File: src/rtl/vector_serializer.sv
// Ring buffer of 8-bit vectors served one bit per request, MSB first.
// Pairs with the receive-side buffer that shifts left and appends at the LSB.
module vector_serializer #(
    parameter int nb_vectors = 8
) (
    input  logic                          clk,
    input  logic                          rst_n,
    input  logic [7:0]                    vector,
    input  logic                          vector_valid,
    output logic                          vector_ready,
    output logic [$clog2(nb_vectors):0]   count,
    input  logic                          bit_req,
    output logic                          bit_out,
    output logic                          bit_valid
);

    localparam int PW = $clog2(nb_vectors);
    localparam int CW = PW + 1;

    logic [7:0]    buffer [nb_vectors];
    logic [PW-1:0] prod;
    logic [PW-1:0] cons;
    logic [2:0]    idx;
    logic          enq;
    logic          srv;
    logic          done;

    assign vector_ready = (count != CW'(nb_vectors));
    assign enq  = vector_valid && vector_ready;
    assign srv  = bit_req && (count != '0);
    assign done = srv && (idx == 3'd7);

    // Storage carries no reset; occupancy is tracked by count alone.
    always_ff @(posedge clk) begin
        if (enq) begin
            buffer[prod] <= vector;
        end
    end

    always_ff @(posedge clk or negedge rst_n) begin
        if (!rst_n) begin
            prod      <= '0;
            cons      <= '0;
            idx       <= '0;
            count     <= '0;
            bit_out   <= 1'b0;
            bit_valid <= 1'b0;
        end else begin
            if (enq) begin
                prod <= prod + 1'b1;
            end
            if (srv) begin
                bit_out   <= buffer[cons][3'd7 - idx];
                bit_valid <= 1'b1;
                idx       <= idx + 3'd1;
                if (idx == 3'd7) begin
                    cons <= cons + 1'b1;
                end
            end else begin
                bit_out   <= 1'b0;
                bit_valid <= 1'b0;
            end
            unique case ({enq, done})
                2'b10:   count <= count + 1'b1;
                2'b01:   count <= count - 1'b1;
                default: count <= count;
            endcase
        end
    end

endmodule

File: config.mk
export PLATFORM = sky130hd
export DESIGN_NAME = vector_serializer
export DESIGN_NICKNAME = d
export VERILOG_FILES = /design/src/rtl/vector_serializer.sv
export SDC_FILE = /design/constraint.sdc
export NUM_CORES = 1
export LEC_CHECK = 0
export BUFFER_PORTS_ARGS = -buffer_cell sky130_fd_sc_hd__buf_2
export CORE_MARGIN = 5
export CORE_UTILIZATION = 55
export CTS_BUF_LIST = sky130_fd_sc_hd__clkbuf_8
export CTS_CLUSTER_SIZE = 28
export DETAILED_ROUTE_END_ITERATION = 10
export MAX_ROUTING_LAYER = met4
export PLACE_DENSITY = 0.81
export SYNTH_ARGS = -nofsm -noshare
export SYNTH_HDL_FRONTEND = slang
export SYNTH_SLANG_ARGS = --single-unit
File: constraint.sdc
create_clock -name clk -period 3.4 [get_ports clk]
set_input_delay 0.34 -clock clk [delete_from_list [all_inputs] [get_ports clk]]
set_output_delay 0.34 -clock clk [all_outputs]
set_load 0.01 [all_outputs]
==> flow_metrics.py, run 1 <==
metrics = {
    "floorplan": {
        "initial_utilization": 0.559,
        "die_area_sq_um": 7630,
        "core-area_sq_um": 5890,
        "io_pins": 19,
        "die_w_microns": 87.4,
        "die_h_microns": 87.4,
        "num_rows": 28,
    },
    "final_layout": {
        "layout_common_cells": "64 x edfxtp_1, 18 x buf_2, 15 x dfrtp_1",
        "nFillCells": 435,
        "multi_input_area_sq_um": 932,
        "drive_above_1_share": 0.231,
        "fin_nets": 226,
        "syn_to_final_growth_pct": 10.9,
        "antenna_cells": 0,
        "layout_commonest_cell": "edfxtp_1",
        "area.sequential_sq_um": 2300,
        "layoutNonFillerInstCount": 287,
    },
    "synth": {
        "ys_seq_elements": 79,
        "synth_edf_count": 64,
        "async_flop_share": 0.190,
        "yosys_warnings": 0,
        "syn_nets": 199,
        "synth_area_sq_um": 3290,
        "synth_top_cell_by_area": "edfxtp_1",
        "ys.flop_type": "edfxtp_1",
        "synthTopCellsByArea": "edfxtp_1 58%, dfrtp_1 11%, mux4_2 6.2%",
        "synth_top_area_frac": 0.584,
        "yosysUniqueCellTypes": 39,
        "ys_seq_area_frac": 0.698,
        "synth_cells": 180,
        "avgSynthCellArea_sq_um": 18.3,
    },
    "sta": {
        "setup_tns_ps": 0,
        "hold_viol_final": 0,
        "max_freq_mhz": 397,
        "min_period_over_period": 0.742,
        "worstMarginPinSlew_ps": 908,
        "rsz0062_at_grt": "false",
        "finalMaxSlewViolations": 0,
        "setup_viol": 0,
        "fin_worst_skew_ps": 5.51,
        "relSlewSlack": 0.392,
        "finalCriticalPeriod_ps": 2520,
        "fin_hold_ws_ps": 259,
    },
    "power": {
        "ir_drop_v": 0.000407,
        "p_switching_mw": 0.909,
        "leakage_nw": 1.29,
        "switching_share": 0.313,
        "combPwrFrac": 0.273,
        "power_frac_seq": 0.502,
        "clock_power_share": 0.225,
        "power_density_nw_per_um2": 796,
        "finalPower_mw": 2.91,
        "intPower_mw": 2.00,
    },
    "drt": {
        "detail_route.wl_per_cell_microns": 19.3,
        "drc": 0,
        "firstDrtPassIters": 4,
        "vias": 1668,
        "drt_iter0_drc": 97,
        "ant_nets": 0,
        "wl_mm": 5.53,
        "viasPerCell": 5.81,
    },
    "setup_path": {
        "worstPathRequired_ps": 3630,
        "cpMostUsedCell": "xor2_1",
        "crit_path_end_kind": "register",
        "slowest_stage": "o41a_1",
        "critPathArrivalTime_ps": 2750,
        "crit_chain": "o41a_1 > and2_1 > ha_1 > xor2_1 > ha_1 > a21oi_1 > xor2_1 > nor2_1 > xor2_1",
        "cp_max_fo": 10,
        "startpoint_type": "register",
        "crit_path_max_incr_delay_ps": 550,
        "path_class": "register to register",
    },
    "place": {
        "placedCellCount": 270,
        "port_buffers": 18,
        "finalWeightedCongestion": 0.782,
        "dp_hpwl_mm": 3.74,
    },
    "global_routing": {
        "grt.overflow.total": 0,
        "grt_pass1_wl_mm": 9.02,
        "grt_use_total": 0.171,
        "antenna_found_initial": 0,
        "grt_start_max_net_pins": 16,
        "grt_pass1_vias": 1733,
    },
    "cts": {
        "root_buffer": "clkbuf_8",
        "ctsHoldBuffers": 1,
        "post_cts_buffers": 0,
        "clockBufferDepth": 2,
        "clk-insertion-delay-late_ps": 340,
        "worst_setup_hold_path_clk_slew_ps": 80,
        "cts_num_sinks": 79,
        "cts_tree": "built",
        "cts_resized": 0,
        "cts_buffers": 9,
        "h-tree-depth": 3,
    },
    "min_path": {
        "hold_class": "input port to register",
    },
    "job": {
        "cap_violations": 0,
    },
    "status": {
        "status": "complete, no violations",
    },
}
==> power groups by stage <==
stage	clock (mW)	combinational, mW	sequential, mW
6_report	0.655	0.794	1.46
5_1_grt	0.722	0.866	1.49
4_1_cts	0.670	0.808	1.46
3_5_place_dp	0	0.805	1.48
3_3_place_gp	0	0.780	1.46
2_1_floorplan	0	0.669	1.39
==> per-stage QoR <==
stage	utilization	setup WS [ps]	instance area (sq um)
floorplan	-	1030	3290
global placement	0.586	986	3450
detailed placement	0.586	898	3450
CTS	0.620	882	3650
global route	0.620	727	3650
finish	0.620	879	3650
==> per-layer routing <==
layer | global-route usage | vias up | part of all wire
met5 | - | - | 0
met4 | 0.0669 | 0 | 0.015
met3 | 0.0454 | 7 | 0.039
met2 | 0.267 | 27 | 0.50
met1 | 0.213 | 855 | 0.44
li1 | - | 779 | -
==> synthesized netlist by cell type (3+ instances only) <==
cell type  number
buf_2           4
nand2b_1        3
edfxtp_1       64
xnor2_1         5
mux2_2          4
dfrtp_1        15
mux4_2          9
nand2_1         7
mux4_1          7
ha_1            7
xor2_1          4
nand3_1         3
nor3_1          4
nor2_1         11
==> flip-flops by register name, indices dropped and copies added, names as in the netlist <==
name and cells:
bit_valid 1, bit_out 1, count 4, prod 3
buffer 64, cons 3, idx 3
==> worst paths after layout <==
path / from / end / slack [ps] / depth (start not counted)
max in group asynchronous: rst_n / idx[2] / 2720 / 2
worst max register to register: count[1] / count[2] / 880 / 9
min in group asynchronous: rst_n / count[3] / 420 / 2
worst min register to register: count[3] / count[3] / 530 / 1
worst min-delay path: vector[7] / buffer[2][7] / 260 / 1
worst max-delay path: count[1] / count[2] / 880 / 9
==> cell type report <==
class	count	area share
flip-flops and latches	79	0.629
well taps	75	0.0257
inverters	2	0.00206
repair buffers	23	0.0357
clock inverters	7	0.0178
clock buffers	9	0.0339
multi-input cells	92	0.255
==> kinds of logic (layout without fill, tap and decap cells) <==
logic type,count (synthesis),count (layout),synth area share
adders and majority gates,7,7,0.0266
AOI/OAI and AO/OA,15,15,0.0327
muxes,21,21,0.134
DFF,79,79,0.698
xor gates and xnor gates,9,9,0.0240
buffers and inverters,9,41,0.0186
and+or+nand+nor,40,40,0.0658
==> critical path, delay by kind of cell (launching register included) <==
family,cells,cell delay (ps)
AO/OA/AOI/OAI,2,700
XOR/XNOR,3,490
flip-flops,1,470
adder cells (fa/ha/maj),2,430
AND/OR/NAND/NOR,2,310
Note: power is estimated with default switching activity, not from simulation.
==> run 2, diff against run 1 <==
Clock period 3.4 ns to 2.52 ns, I/O delays scaled along.
==> run 2 against run 1 <==
  * Critical path depth did not move
  * Largest power group unchanged
  * Sequential share of layout area shrank 0.86 points
  * Clock power rose by 32%
  * Final cell count increased by 1.7%
  * Clock skew up 1.0 ps
  * Register-to-register slack worse by 690 ps
  * Largest cell class unchanged
  * Die area is the same
==> flow_metrics.py, run 2 (synthesized netlist as in run 1, its figures left out) <==
metrics = {
    "sta": {
        "max_freq_mhz": 428,
        "worstMarginPinSlew_ps": 874,
        "finalMaxSlewViolations": 0,
        "fin_worst_skew_ps": 6.52,
        "min_period_over_period": 0.927,
        "relSlewSlack": 0.415,
        "setup_tns_ps": 0,
        "hold_viol_final": 0,
        "setup_viol": 0,
        "finalCriticalPeriod_ps": 2340,
        "rsz0062_at_grt": "false",
        "fin_hold_ws_ps": 183,
        "fin_ws_ps": 184,
    },
    "drt": {
        "drc": 0,
        "drt_iter0_drc": 110,
        "vias": 1686,
        "viasPerCell": 5.77,
        "ant_nets": 0,
        "detail_route.wl_per_cell_microns": 18.7,
        "wl_mm": 5.46,
        "firstDrtPassIters": 5,
    },
    "global_routing": {
        "grt.overflow.total": 0,
        "grt_use_total": 0.168,
        "grt_start_max_net_pins": 16,
        "grt_pass1_vias": 1733,
        "antenna_found_initial": 0,
        "grt_pass1_wl_mm": 8.99,
    },
    "setup_path": {
        "slowest_stage": "or4b_1",
        "reg2reg_from": "count[2]",
        "crit_path_max_incr_delay_ps": 620,
        "rr_endpoint": "count[2]",
        "path_class": "register to register",
        "r2r_cells": 9,
        "worstPathRequired_ps": 2740,
        "startpoint_type": "register",
        "critPathArrivalTime_ps": 2560,
        "reg2reg_slack_ps": 180,
        "cpMostUsedCell": "xor2_1",
        "crit_chain": "or4b_1 > nand2_2 > ha_2 > xor2_1 > ha_1 > a21oi_1 > xor2_1 > nor2_1 > xor2_1",
        "crit_path_end_kind": "register",
        "cp_max_fo": 6,
    },
    "final_layout": {
        "layoutNonFillerInstCount": 292,
        "syn_to_final_growth_pct": 12.5,
        "top_register": "buffer",
        "largest_register_ffs": 64,
        "layout_common_cells": "64 x edfxtp_1, 18 x buf_2, 14 x dfrtp_1",
        "reg_top3": "buffer: 64 flops, count: 4 flops",
        "fin_nets": 232,
        "finalCoreUtilization": 0.629,
        "antenna_cells": 0,
        "drive_above_1_share": 0.263,
        "layout_commonest_cell": "edfxtp_1",
    },
    "place": {
        "dp_hpwl_mm": 3.59,
        "placedCellCount": 276,
        "port_buffers": 18,
        "pre_cts_ws_ps": 93.5,
        "finalWeightedCongestion": 0.738,
    },
    "cts": {
        "h-tree-depth": 3,
        "cts_tree": "built",
        "clk-insertion-delay-late_ps": 340,
        "clockBufferDepth": 2,
        "worst_setup_hold_path_clk_slew_ps": 70,
        "cts_buffers": 9,
        "root_buffer": "clkbuf_8",
        "cts_num_sinks": 79,
        "post_cts_buffers": 0,
    },
    "status": {
        "status": "complete, no violations",
    },
    "power": {
        "ir_drop_v": 0.000651,
        "power_density_nw_per_um2": 1070,
        "leakage_nw": 1.32,
    },
    "floorplan": {
        "core-area_sq_um": 5890,
        "die_h_microns": 87.4,
        "die_area_sq_um": 7630,
        "die_w_microns": 87.4,
        "io_pins": 19,
        "num_rows": 28,
        "initial_utilization": 0.559,
    },
    "min_path": {
        "worstHoldPathCells": 1,
        "min_from": "vector[7]",
        "hold_class": "input port to register",
        "whs_endpoint": "buffer[1][7]",
    },
    "job": {
        "cap_violations": 0,
    },
}
-- run 2: timing repair --
| action | in CTS | in global routing |
|---|---|---|
| endpoints found under the setup margin | 0 | 2 |
| hold buffers | 1 | 0 |
| hold endpoints to repair | 15 | 0 |
| resized for setup | 0 | 3 |
-- run 2: layout make-up --
class	instances	area [sq um]
clock inverter	6	53.8
clock buffer	9	124
fill	412	2180
sequential	79	2300
tap	75	93.8
timing repair buffer	29	188
multi-input combinational	92	937
inverter	2	7.51
-- run 2: how the worst max path moves through the flow --
| stage | startpoint | endpoint | slack [ps] | cells after the start |
|---|---|---|---|---|
| after floorplan | count[1] | count[2] | 150 | 9 |
| after global placement | count[1] | count[2] | 150 | 9 |
| after detailed placement | count[1] | count[2] | 90 | 9 |
| after CTS | count[1] | count[2] | 90 | 9 |
| after global routing | count[1] | count[2] | 20 | 9 |
| final | count[2] | count[2] | 180 | 9 |
-- run 2: power by group --
part	internal, mW	leakage, nW	switching, mW
Combinational	0.608	0.469	0.554
Clock	0.440	0.0914	0.423
Sequential	1.69	0.760	0.231
-- run 2: stage by stage --
stage | cell area [sq um] | total power [mW]
2_1_floorplan | 3290 | 2.77
3_3_place_gp | 3510 | 3.09
3_5_place_dp | 3510 | 3.12
4_1_cts | 3700 | 3.98
5_1_grt | 3700 | 4.19
6_report | 3700 | 3.95
-- run 2: layer usage --
layer | track usage | up-vias | share of wire
li1 | - | 782 | -
met1 | 0.218 | 863 | 0.44
met2 | 0.259 | 34 | 0.50
met3 | 0.0426 | 7 | 0.040
met4 | 0.0586 | 0 | 0.014
met5 | - | - | 0
-- run 2: critical path: cells and delay by family, from the launching register on --
family	cells	cell delay [ps]
AO/OA/AOI/OAI	1	150
XOR/XNOR	3	370
adder cells (fa/ha/maj)	2	420
flip-flops	1	440
AND/OR/NAND/NOR	3	840
